[src/rtl/redmule_mx_stream_decoder_if.sv]
// ---------------------------------------------------------------------------
// redmule_mx_stream_decoder_if
// Bundles the three streams around the MX-to-FP16 decoder:
//   mx_val_*  : packed FP8 element beat (DATA_W bits, element i at [8i+:8])
//   mx_exp_*  : E8M0 shared exponents, one byte per lane group
//   fp16_*    : FP16 output beat (NUM_LANES x BITW) plus last-beat marker
// Signal suffixes are given from the decoder's point of view.
// Modports:
//   slave  - the decoder (consumes mx_*, produces fp16_*)
//   master - the environment (produces mx_*, consumes fp16_*)
// ---------------------------------------------------------------------------
interface redmule_mx_stream_decoder_if #(
   parameter int unsigned DATA_W    = 256,
   parameter int unsigned NUM_LANES = 8,
   parameter int unsigned BITW      = 16
);
   localparam int unsigned NUM_GROUPS = (DATA_W / 8) / NUM_LANES;

   logic                        mx_val_valid_i;
   logic                        mx_val_ready_o;
   logic [DATA_W-1:0]           mx_val_data_i;
   logic                        mx_exp_valid_i;
   logic                        mx_exp_ready_o;
   logic [NUM_GROUPS*8-1:0]     mx_exp_data_i;
   logic                        fp16_valid_o;
   logic                        fp16_ready_i;
   logic [NUM_LANES*BITW-1:0]   fp16_data_o;
   logic                        fp16_last_o;

   modport slave (
      input  mx_val_valid_i, mx_val_data_i, mx_exp_valid_i, mx_exp_data_i, fp16_ready_i,
      output mx_val_ready_o, mx_exp_ready_o, fp16_valid_o, fp16_data_o, fp16_last_o
   );

   modport master (
      output mx_val_valid_i, mx_val_data_i, mx_exp_valid_i, mx_exp_data_i, fp16_ready_i,
      input  mx_val_ready_o, mx_exp_ready_o, fp16_valid_o, fp16_data_o, fp16_last_o
   );
endinterface

[src/rtl/redmule_mx_stream_decoder.sv]
// ---------------------------------------------------------------------------
// redmule_mx_stream_decoder
// Streaming MX (microscaling) to FP16 decoder. Joins one FP8 element beat with
// its vector of E8M0 shared exponents, then emits the block as NUM_GROUPS
// consecutive FP16 beats of NUM_LANES lanes (one shared exponent per group).
// Ports:
//   clk_i  - clock
//   rst_i  - synchronous active-high reset
//   fmt_i  - element format, 0 = E4M3, 1 = E5M2 (sampled on input handshake)
//   bus    - redmule_mx_stream_decoder_if.slave (mx_val, mx_exp, fp16 streams)
//   busy_o - high while a block is held
// Configuration macro:
//   REDMULE_MX_DEC_E5M2_EN - when defined, fmt_i selects E4M3/E5M2; when
//   undefined, the E5M2 decoder is not built and every block decodes as E4M3.
// ---------------------------------------------------------------------------
module redmule_mx_stream_decoder #(
   parameter int unsigned DATA_W    = 256,
   parameter int unsigned NUM_LANES = 8,
   parameter int unsigned BITW      = 16
) (
   input  logic                          clk_i,
   input  logic                          rst_i,
   input  logic                          fmt_i,
   redmule_mx_stream_decoder_if.slave    bus,
   output logic                          busy_o
);
   localparam int unsigned NUM_ELEMS  = DATA_W / 8;
   localparam int unsigned NUM_GROUPS = NUM_ELEMS / NUM_LANES;
   localparam int unsigned GRP_W      = (NUM_GROUPS > 1) ? $clog2(NUM_GROUPS) : 1;
   localparam logic [GRP_W-1:0] LAST_GRP = GRP_W'(NUM_GROUPS - 1);

   if ((NUM_ELEMS % NUM_LANES) != 0) begin : g_bad_lanes
      $error("NUM_ELEMS must be a multiple of NUM_LANES");
   end
   if (BITW != 16) begin : g_bad_bitw
      $error("BITW must be 16");
   end

   typedef enum logic [0:0] {IDLE = 1'b0, EMIT = 1'b1} state_t;

   state_t                                       state_r, state_nxt_s;
   logic [GRP_W-1:0]                             grp_r, grp_nxt_s;
   logic [NUM_GROUPS-1:0][NUM_LANES-1:0][7:0]    val_r;
   logic [NUM_GROUPS-1:0][7:0]                   exp_r;
   logic                                         ready_s;
   logic                                         accept_s;
   logic [NUM_LANES-1:0][15:0]                   lanes_s;

   // Final FP16 assembly: saturate on exponent overflow, flush on underflow
   // (FP16 subnormals are never produced).
   function automatic logic [15:0] fp16_pack(input logic s, input logic signed [10:0] ex,
                                             input logic [9:0] mant);
      logic [15:0] res;
      if (ex >= 11'sd31)     res = {s, 15'h7BFF};
      else if (ex <= 11'sd0) res = {s, 15'h0000};
      else                   res = {s, ex[4:0], mant};
      return res;
   endfunction

   // E4M3 element (bias 7) scaled by 2^(x-127).
   function automatic logic [15:0] dec_e4m3(input logic [7:0] b, input logic [7:0] x);
      logic [3:0]         e;
      logic [2:0]         m;
      logic [1:0]         p;
      logic signed [10:0] ex;
      logic [9:0]         mant;
      logic [15:0]        res;
      e    = b[6:3];
      m    = b[2:0];
      p    = m[2] ? 2'd2 : (m[1] ? 2'd1 : 2'd0);
      ex   = 11'sd0;
      mant = 10'd0;
      if (x == 8'hFF)                     res = 16'h7E00;
      else if (e == 4'hF && m == 3'h7)    res = {b[7], 15'h7E00};
      else if (e == 4'h0 && m == 3'h0)    res = {b[7], 15'h0000};
      else if (e != 4'h0) begin
         ex   = $signed({7'd0, e}) + $signed({3'd0, x}) - 11'sd119;
         mant = {m, 7'd0};
         res  = fp16_pack(b[7], ex, mant);
      end else begin
         // subnormal: the leading one becomes the hidden bit, the rest is left-aligned
         ex   = $signed({9'd0, p}) + $signed({3'd0, x}) - 11'sd121;
         mant = {m, 7'd0} << (2'd3 - p);
         res  = fp16_pack(b[7], ex, mant);
      end
      return res;
   endfunction

`ifdef REDMULE_MX_DEC_E5M2_EN
   logic fmt_r;

   // E5M2 element (bias 15) scaled by 2^(x-127).
   function automatic logic [15:0] dec_e5m2(input logic [7:0] b, input logic [7:0] x);
      logic [4:0]         e;
      logic [1:0]         m;
      logic               p;
      logic signed [10:0] ex;
      logic [9:0]         mant;
      logic [15:0]        res;
      e    = b[6:2];
      m    = b[1:0];
      p    = m[1];
      ex   = 11'sd0;
      mant = 10'd0;
      if (x == 8'hFF)                     res = 16'h7E00;
      else if (e == 5'h1F && m == 2'h0)   res = {b[7], 15'h7C00};
      else if (e == 5'h1F)                res = {b[7], 15'h7E00};
      else if (e == 5'h00 && m == 2'h0)   res = {b[7], 15'h0000};
      else if (e != 5'h00) begin
         ex   = $signed({6'd0, e}) + $signed({3'd0, x}) - 11'sd127;
         mant = {m, 8'd0};
         res  = fp16_pack(b[7], ex, mant);
      end else begin
         ex   = $signed({10'd0, p}) + $signed({3'd0, x}) - 11'sd128;
         mant = {m, 8'd0} << (2'd2 - {1'b0, p});
         res  = fp16_pack(b[7], ex, mant);
      end
      return res;
   endfunction
`else
   logic fmt_unused_s;
   assign fmt_unused_s = fmt_i;
`endif

   // The next block can enter while the last beat of the current one leaves.
   assign ready_s  = (state_r == IDLE) |
                     ((state_r == EMIT) && (grp_r == LAST_GRP) && bus.fp16_ready_i);
   assign accept_s = bus.mx_val_valid_i && bus.mx_exp_valid_i && ready_s;

   // State, group counter and block storage.
   always_ff @(posedge clk_i) begin
      if (rst_i) begin
         state_r <= IDLE;
         grp_r   <= '0;
         val_r   <= '0;
         exp_r   <= '0;
`ifdef REDMULE_MX_DEC_E5M2_EN
         fmt_r   <= 1'b0;
`endif
      end else begin
         state_r <= state_nxt_s;
         grp_r   <= grp_nxt_s;
         if (accept_s) begin
            val_r <= bus.mx_val_data_i;
            exp_r <= bus.mx_exp_data_i;
`ifdef REDMULE_MX_DEC_E5M2_EN
            fmt_r <= fmt_i;
`endif
         end else begin
            val_r <= val_r;
            exp_r <= exp_r;
         end
      end
   end

   // Next-state and group-counter logic.
   always_comb begin
      state_nxt_s = state_r;
      grp_nxt_s   = grp_r;
      case (state_r)
         IDLE: begin
            if (accept_s) begin
               state_nxt_s = EMIT;
               grp_nxt_s   = '0;
            end else begin
               state_nxt_s = IDLE;
            end
         end
         EMIT: begin
            if (accept_s) begin
               // only possible on the last-beat handshake: reload without a bubble
               state_nxt_s = EMIT;
               grp_nxt_s   = '0;
            end else if (bus.fp16_ready_i) begin
               if (grp_r == LAST_GRP) begin
                  state_nxt_s = IDLE;
               end else begin
                  grp_nxt_s = grp_r + GRP_W'(1);
               end
            end else begin
               grp_nxt_s = grp_r;
            end
         end
         default: begin
            state_nxt_s = IDLE;
            grp_nxt_s   = '0;
         end
      endcase
   end

   for (genvar l = 0; l < NUM_LANES; l++) begin : g_lane
`ifdef REDMULE_MX_DEC_E5M2_EN
      assign lanes_s[l] = fmt_r ? dec_e5m2(val_r[grp_r][l], exp_r[grp_r])
                                : dec_e4m3(val_r[grp_r][l], exp_r[grp_r]);
`else
      assign lanes_s[l] = dec_e4m3(val_r[grp_r][l], exp_r[grp_r]);
`endif
   end

   assign bus.mx_val_ready_o = ready_s;
   assign bus.mx_exp_ready_o = ready_s;
   assign bus.fp16_valid_o   = (state_r == EMIT);
   assign bus.fp16_last_o    = (state_r == EMIT) && (grp_r == LAST_GRP);
   assign bus.fp16_data_o    = lanes_s;
   assign busy_o             = (state_r == EMIT);
endmodule

[src/flat_wrapper.sv]
// flat-port wrapper written by rule: the top's interface ports become plain ports
module redmule_mx_stream_decoder_flat 
#(
   parameter int unsigned DATA_W    = 256,
   parameter int unsigned NUM_LANES = 8,
   parameter int unsigned BITW      = 16
)
  (clk_i, rst_i, fmt_i, busy_o, bus_mx_val_valid_i, bus_mx_val_data_i, bus_mx_exp_valid_i, bus_mx_exp_data_i, bus_fp16_ready_i, bus_mx_val_ready_o, bus_mx_exp_ready_o, bus_fp16_valid_o, bus_fp16_data_o, bus_fp16_last_o);
  redmule_mx_stream_decoder_if #(.DATA_W(DATA_W), .NUM_LANES(NUM_LANES), .BITW(BITW)) bus_i ();
  input  logic clk_i;
  input  logic rst_i;
  input  logic fmt_i;
  output logic busy_o;
  input wire logic [$bits(bus_i.mx_val_valid_i)-1:0] bus_mx_val_valid_i;
  input wire logic [$bits(bus_i.mx_val_data_i)-1:0] bus_mx_val_data_i;
  input wire logic [$bits(bus_i.mx_exp_valid_i)-1:0] bus_mx_exp_valid_i;
  input wire logic [$bits(bus_i.mx_exp_data_i)-1:0] bus_mx_exp_data_i;
  input wire logic [$bits(bus_i.fp16_ready_i)-1:0] bus_fp16_ready_i;
  output wire logic [$bits(bus_i.mx_val_ready_o)-1:0] bus_mx_val_ready_o;
  output wire logic [$bits(bus_i.mx_exp_ready_o)-1:0] bus_mx_exp_ready_o;
  output wire logic [$bits(bus_i.fp16_valid_o)-1:0] bus_fp16_valid_o;
  output wire logic [$bits(bus_i.fp16_data_o)-1:0] bus_fp16_data_o;
  output wire logic [$bits(bus_i.fp16_last_o)-1:0] bus_fp16_last_o;
  assign bus_i.mx_val_valid_i = bus_mx_val_valid_i;
  assign bus_i.mx_val_data_i = bus_mx_val_data_i;
  assign bus_i.mx_exp_valid_i = bus_mx_exp_valid_i;
  assign bus_i.mx_exp_data_i = bus_mx_exp_data_i;
  assign bus_i.fp16_ready_i = bus_fp16_ready_i;
  assign bus_mx_val_ready_o = bus_i.mx_val_ready_o;
  assign bus_mx_exp_ready_o = bus_i.mx_exp_ready_o;
  assign bus_fp16_valid_o = bus_i.fp16_valid_o;
  assign bus_fp16_data_o = bus_i.fp16_data_o;
  assign bus_fp16_last_o = bus_i.fp16_last_o;
  redmule_mx_stream_decoder #(.DATA_W(DATA_W), .NUM_LANES(NUM_LANES), .BITW(BITW)) u_core (.clk_i(clk_i), .rst_i(rst_i), .fmt_i(fmt_i), .bus(bus_i), .busy_o(busy_o));
endmodule
[config.mk]
export PLATFORM = sky130hd
export DESIGN_NAME = redmule_mx_stream_decoder_flat
export DESIGN_NICKNAME = d
export VERILOG_FILES = /design/src/rtl/redmule_mx_stream_decoder_if.sv /design/src/rtl/redmule_mx_stream_decoder.sv /design/src/flat_wrapper.sv
export SDC_FILE = /design/constraint.sdc
export NUM_CORES = 1
export LEC_CHECK = 0
export ABC_AREA = 0
export CAP_MARGIN = 20
export CORE_UTILIZATION = 55
export CTS_CLUSTER_SIZE = 20
export DETAILED_ROUTE_END_ITERATION = 12
export HOLD_SLACK_MARGIN = 0.12
export PLACE_DENSITY_LB_ADDON = 0.3
export SLEW_MARGIN = 20
export SYNTH_ARGS = -nofsm -noshare
export SYNTH_HDL_FRONTEND = slang
export SYNTH_SLANG_ARGS = --single-unit
[constraint.sdc]
create_clock -name clk_i -period 16.2 [get_ports clk_i]
set_input_delay 3.24 -clock clk_i [delete_from_list [all_inputs] [get_ports clk_i]]
set_output_delay 3.24 -clock clk_i [all_outputs]
set_load 0.05 [all_outputs]
==> impl_results.md, run 1 <==
* Final WL at 71.6 mm
* Inserted Clock Buffers at 27
* Fraction of registers with async set/reset at 0
* Syn_area_per_cell at 7.52 µm²
* Fillcell total at around 3200
* Status: complete, no violations
* Max Cap Viol at 0
* Setup TNS at 0 ns
* Cell taking the most area after synthesis: dfxtp_1
* Cell Pwr Density at 80.3 nW/µm²
* Top post-synthesis cells by area: dfxtp_1 27%, nand2_1 12%, a21oi_1 9.5%, mux4_2 7.3%, ha_1 4.7%
* Unique masters post-synth at 95
* Global-route wire length before repair at 110 mm
* Critical path endpoint category: output pin
* Full die area at 40300 µm²
* DR DRC count at 0
* Post-detail-place hpwl at between 50 and 60 mm
* CP max stage delay at 0.92 ns
* Critical path class: reg2out
* CTS root buffer: clkbuf_16
* Wire length per cell at between 15 and 20 µm
* DR iter-0 viols at 2027
* CTS sink count at ~290
* Layout cells sized above 1 at 0.0572
* H-tree depth at 1
* CP startpoint: u_core.grp_r[0]
* Slowest cell on crit path: clkdlybuf4s50_1
* Worst R2R Setup Slack at 11.91 ns
* Sequential area share after synthesis at 0.268
* Pleak at 9.66 nW
* Final slew viol count at 0
* Largest net degree at the start of global routing at 289
* Initial Util at 0.559
* DP Area at about 26000 µm²
* Min-delay src: u_core.val_r[221]
* Metal3 WL at 5.45 mm
* Clock Pin Slew Worst Setup and Hold Paths at 0.06 ns
* Max Root-Sink Buffers at 3
* Mapped cell area at 21700 µm²
* Routed wl met2 at 34.7 mm
* Area overhead of the layout relative to synthesis at 22.0%
* Post-route ant nets at 0
* Core Area at around 39000 µm²
* Vias/cell at approximately 6.1
* Worst vdd ir at 86.0 µV
* Min Tclk post-route at 11.50 ns
* Hold Crit Class: reg2reg
* Final setup viols at 0
* Total GRT Usage at 0.338
* Fmax at around 0.087 GHz
* IO Count at approximately 430
* PortBufs at 425
* Initial antenna violation count at 13
* Die height at 201 µm
* Total setup buffers inserted after CTS at 0
* Max layer used: met5
* Total gr overflow at 0
* Main flop type after synthesis: dfxtp_1
* FF-to-FF path depth at 8
* R2R Path End: u_core.exp_r[22]
* Hold Buf Count CTS at 0
* Syn nets at 3277
* CP cell instances: buf_4 > mux4_2 > buf_4 > inv_1 > fa_1 > ha_1 > mux2i_1 > a221oi_1 > a211oi_1 > and3_1 > and3_1 > o21ai_0 > o21ai_1 > nand3_1 > nor2b_1 > clkdlybuf4s50_1
* Final period utilization at 0.710
* R2r startpoint: u_core.grp_r[0]
* Clock Skew at 0.0100 ns
* Yosys warns at 0
* CP Max Fanout at between 40 and 50
* Slew HR at 0.240
* RSZ-0062 raised after global routing: false
* GPL Wtd Cong at 0.956
* Slew @ Worst Pin at between 1 and 1.5 ns
* Worst Path Required at 12.96 ns
* Yosys reg bits at 291
* Number of synthesized flops with an enable pin at 0
* Metal1 wirelength at 28.7 mm
* TritonRoute pass-1 iters at 6
* Final Cell Area at 26500 µm²
* Worst-Skew Late Latency at 0.53 ns
* PostCTS Resize Cnt at 0
* Clock tree from TritonCTS: yes
* # rows at 72
* Width of the die at around 200 µm
* Most frequent cells after synthesis: 705 x nand2_1, 411 x a21oi_1, 291 x dfxtp_1
* Most frequent cell after synthesis: nand2_1
* Crit path to: bus_fp16_data_o[113]
* Startpoint Class: flop
* WP data arrival at between 8 and 9 ns
* Final-report hold violation count at 0
* Vias in the first global route at about 21000
* DR vias at 22452
* Mapped Cells at 2885
* Nets at 3508
* Post-synth top area share at 0.268
per-stage QoR:
stage	util	hold WS, ns	total power (W)	worst slack, ns	instances
after CTS	0.680	0.452	0.00212	4.78	3647
after detailed placement	0.659	0.444	0.00152	5.36	3604
after floorplan	-	0.433	0.00129	6.28	2885
after global routing	0.682	0.469	0.00221	4.30	3658
after global placement	0.659	0.439	0.00150	5.55	3604
final	0.682	0.451	0.00213	4.70	3659
state kept, by name (all words and copies together) (netlist names):
register and cells:
u_core.grp_r 2, u_core.bus.fp16_valid_o 1, u_core.val_r 256, u_core.exp_r 32
how the worst min path moves through the flow:
stage	end	slack, ns	cells past startpoint
final	u_core.val_r[221]	0.45	2
after global routing	u_core.val_r[83]	0.47	2
after CTS	u_core.val_r[183]	0.45	2
after detailed placement	u_core.val_r[183]	0.44	2
after global placement	u_core.val_r[188]	0.44	2
after floorplan	u_core.val_r[225]	0.43	2
layer usage:
metal / vias to the layer above / track usage
met5: - / 0
met3: 160 / 0.0492
met4: 4 / 0.148
li1: 10617 / -
met1: 10701 / 0.424
met2: 970 / 0.575
where the power goes:
group	internal [W]	switching, W	total [W]
clock	0.000347	0.000262	0.000609
combinational	0.000282	0.000466	0.000748
sequential	0.000749	0.0000202	0.000769
total	0.00138	0.000749	0.00213
layout by cell type (no fill, tap or decap), types with 14 or more instances in the layout:
| cell | instances |
|---|---|
| dfxtp_1 | 289 |
| or4_1 | 17 |
| buf_4 | 14 |
| nor3_1 | 62 |
| nor4_1 | 16 |
| o21ai_0 | 102 |
| clkdlybuf4s50_1 | 424 |
| xnor2_1 | 109 |
| nor2b_1 | 35 |
| and2_1 | 19 |
| mux2i_1 | 20 |
| and3_1 | 32 |
| o31ai_1 | 30 |
| nor2_1 | 121 |
| nand4_1 | 15 |
| or3_1 | 18 |
| ha_1 | 82 |
| fa_1 | 16 |
| xor2_1 | 26 |
| o211ai_1 | 14 |
| a211oi_1 | 20 |
| a31oi_1 | 21 |
| mux4_2 | 70 |
| a21o_1 | 39 |
| nand3_1 | 48 |
| a21oi_1 | 410 |
| nand2b_1 | 14 |
| inv_1 | 60 |
| a22oi_1 | 23 |
| clkbuf_16 | 27 |
| nand2_1 | 705 |
cells by family (layout without fill, tap and decap cells):
| logic type | Yosys count | count (layout) | synth area share |
|---|---|---|---|
| XOR/XNOR | 135 | 135 | 0.0545 |
| AO/OA/AOI/OAI | 792 | 792 | 0.220 |
| AND/OR/NAND/NOR | 1172 | 1172 | 0.243 |
| multiplexers | 96 | 96 | 0.0851 |
| adder cells (fa/ha/maj) | 98 | 98 | 0.0620 |
| other | 0 | 11 | 0 |
| buffers and inverters | 301 | 546 | 0.0663 |
| flip-flops | 291 | 291 | 0.268 |
worst max-delay path: cells and delay by family (launching register included):
family,cells,cell delay [ns]
buffers and inverters,4,2.66
DFF,1,0.86
AOI/OAI and AO/OA,4,1.17
and+or+nand+nor,4,1.10
adders and majority gates,2,1.20
muxes,2,0.65
layout make-up:
type / count / area [µm²] / share of cell area
diodes: 11 / 27.5 / 0.00104
clock buffers: 38 / 777 / 0.0293
clock inverters: 5 / 57.6 / 0.00217
inverters: 62 / 233 / 0.00879
multi-input cells: 2293 / 14500 / 0.547
flip-flops and latches: 291 / 5830 / 0.220
well taps: 518 / 648 / 0.0245
repair buffers: 441 / 4410 / 0.167
No activity file was read; power rests on OpenSTA's default activity.
==> run 2, diff against run 1 <==
CORE_UTILIZATION = 53   (was 55)
clock period = 11.9 ns   (was 16.2 ns; I/O delays follow)
==> run 2 against run 1 <==
  * Cell count is 0.38% higher
  * Clock-buffer cell count up 1
  * Sequential power up 37%
  * Die area grew 3.7%
  * Highest routed layer unchanged
  * Worst hold slack about the same
  * Flip-flop and latch count unchanged
  * Critical path type unchanged
  * First-iteration DRC count grew 7.1%
  * Non-clock buffer count grew 4
==> impl_results.md, run 2 (synthesized netlist as in run 1, its figures left out) <==
* Post-detail-place hpwl at 52.8 mm (+2.1%)
* CTS root buffer: clkbuf_16
* Worst Path Required at 9.52 ns (-3.44 ns)
* R2R Path End: u_core.val_r[186]
* Most frequent cells in the layout: 705 x nand2_1, 424 x clkdlybuf4s50_1, 410 x a21oi_1, 289 x dfxtp_1, 121 x nor2_1
* Worst vdd ir at 116 µV (+35%)
* Slew HR at 0.229 (-0.0115)
* TritonRoute pass-1 iters at 6 (unchanged)
* Vias in the first global route at 21503 (+1.9%)
* Cell Pwr Density at 113 nW/µm² (+41%)
* Worst-Skew Late Latency at 0.55 ns (+0.02 ns)
* Crit path to: bus_fp16_data_o[70]
* Final slew viol count at 0 (unchanged)
* H-tree depth at 1 (unchanged)
* Nets at 3513 (+0.14%)
* Max reg flops at 256 (unchanged)
* Width of the die at 204 µm (+1.8%)
* Initial antenna violation count at 6 (-7)
* Clock tree from TritonCTS: yes
* PostCTS Resize Cnt at 0 (unchanged)
* Area overhead of the layout relative to synthesis at 22.7%
* Most flops, register: u_core.val_r
* R2r startpoint: u_core.grp_r[1]
* Final period utilization at 0.846
* Hold Crit Class: reg2reg
* Wire length per cell at 19.7 µm (+0.58%)
* Total setup buffers inserted after CTS at 0 (unchanged)
* WP data arrival at 7.69 ns (-0.57 ns)
* Final-report hold violation count at 0 (unchanged)
* Post-route ant nets at 0 (unchanged)
* RSZ-0062 raised after global routing: false
* Largest net degree at the start of global routing at 213 (-26%)
* Hold Buf Count CTS at 0 (unchanged)
* CTS sink count at 291 (unchanged)
* Setup TNS at 0 ns (unchanged)
* Inserted Clock Buffers at 28 (+3.7%)
* Initial Util at 0.541 (-0.0177)
* Final WL at 72.3 mm (+0.97%)
* CP startpoint: u_core.grp_r[0]
* Startpoint Class: flop
* IO Count at 427 (unchanged)
* Final setup viols at 0 (unchanged)
* # rows at 73 (+1.4%)
* Total gr overflow at 0 (unchanged)
* DP Area at 25600 µm² (+0.18%)
* Slew @ Worst Pin at 1.16 ns (+0.0165 ns)
* Global-route wire length before repair at 112 mm (+1.8%)
* DR iter-0 viols at 2171 (+7.1%)
* Max Root-Sink Buffers at 3 (unchanged)
* Fmax at 0.0993 GHz
* PortBufs at 425 (unchanged)
* DR vias at 22447 (-0.022%)
* GPL Wtd Cong at 0.967 (+1.2%)
* Commonest non-fill, non-tap cell in the layout: nand2_1
* Largest registers: u_core.val_r (256), u_core.exp_r (32), u_core.grp_r (2)
* CP Max Fanout at 47 (+9.3%)
* Total GRT Usage at 0.335 (-0.00289)
* Clock Skew at 0.0151 ns (+0.00507 ns)
* Clock Pin Slew Worst Setup and Hold Paths at 0.07 ns (about the same)
* Status: complete, no violations
* Die height at 204 µm (+1.8%)
* Pleak at 9.75 nW (+0.89%)
* Critical path endpoint category: output pin
* Vias/cell at 6.11 (-0.40%)
* Critical path class: reg2out
* DR DRC count at 0 (unchanged)
* Core Area at 40100 µm² (+3.3%)
* Final Cell Area at 26600 µm² (+0.56%)
* Min Tclk post-route at 10.07 ns
* Worst R2R Setup Slack at 7.51 ns (-4.40 ns)
* Max Cap Viol at 0 (unchanged)
* Fin util at 0.664 (-0.0179)
* FF-to-FF path depth at 9 (+1)
* Layout cells sized above 1 at 0.0601 (+0.00295)
* Full die area at 41800 µm² (+3.7%)
run 2: cell types whose count changed in the layout (fill, tap and decap cells not counted), sizes merged:
cell,before,now
clkbuf,38,40
diode,11,5
buf,17,20
bufinv,1,4
clkinv,3,7
clkinvlp,0,1
run 2: critical path, cell delays in order, from the launching register on:
cell             delay [ns]
dfxtp_4                0.90
mux2i_1                0.19
mux2_2                 0.56
inv_2                  0.60
buf_4                  0.56
ha_1                   0.36
a21o_1                 0.19
a21oi_1                0.44
xnor2_1                0.30
nand2_1                0.12
or4_1                  0.50
o21a_1                 0.12
o21ai_1                0.48
nor3b_1                0.63
buf_4                  0.27
clkdlybuf4s50_1        0.81
run 2: final cells by class:
type | count | area, µm²
Sequential cell | 291 | 5830
Multi-Input combinational cell | 2293 | 14500
Tap cell | 525 | 657
Inverter | 62 | 233
Antenna cell | 5 | 12.5
Clock inverter | 13 | 178
Clock buffer | 39 | 815
Timing Repair Buffer | 445 | 4420
Fill cell | 3390 | 13500
run 2: where the power goes:
part / switching (W) / internal (W)
sequential: 0.0000275 / 0.00102
combinational: 0.000635 / 0.000383
clock: 0.000385 / 0.000567
total: 0.00105 / 0.00197
run 2: routing by layer:
metal	track usage	part of all wire
met5	0	0.00033
met4	0.138	0.037
met3	0.0649	0.089
met2	0.564	0.48
met1	0.418	0.39
run 2: stage by stage:
| step | total power, W | instances | setup slack [ns] | hold slack (ns) |
|---|---|---|---|---|
| after floorplan | 0.00176 | 2885 | 2.84 | 0.433 |
| after global placement | 0.00205 | 3616 | 2.78 | 0.438 |
| after detailed placement | 0.00207 | 3616 | 2.58 | 0.444 |
| after CTS | 0.00302 | 3668 | 1.96 | 0.452 |
| after global routing | 0.00314 | 3672 | 1.51 | 0.468 |
| final | 0.00302 | 3673 | 1.83 | 0.451 |
run 2: how the worst min path moves through the flow:
stage	startpoint	to	cells after the start
floorplan	u_core.val_r[225]	u_core.val_r[225]	2
global placement	u_core.val_r[66]	u_core.val_r[66]	2
detailed placement	u_core.val_r[66]	u_core.val_r[66]	2
CTS	u_core.val_r[66]	u_core.val_r[66]	2
global route	u_core.val_r[167]	u_core.val_r[167]	2
finish	u_core.val_r[183]	u_core.val_r[183]	2
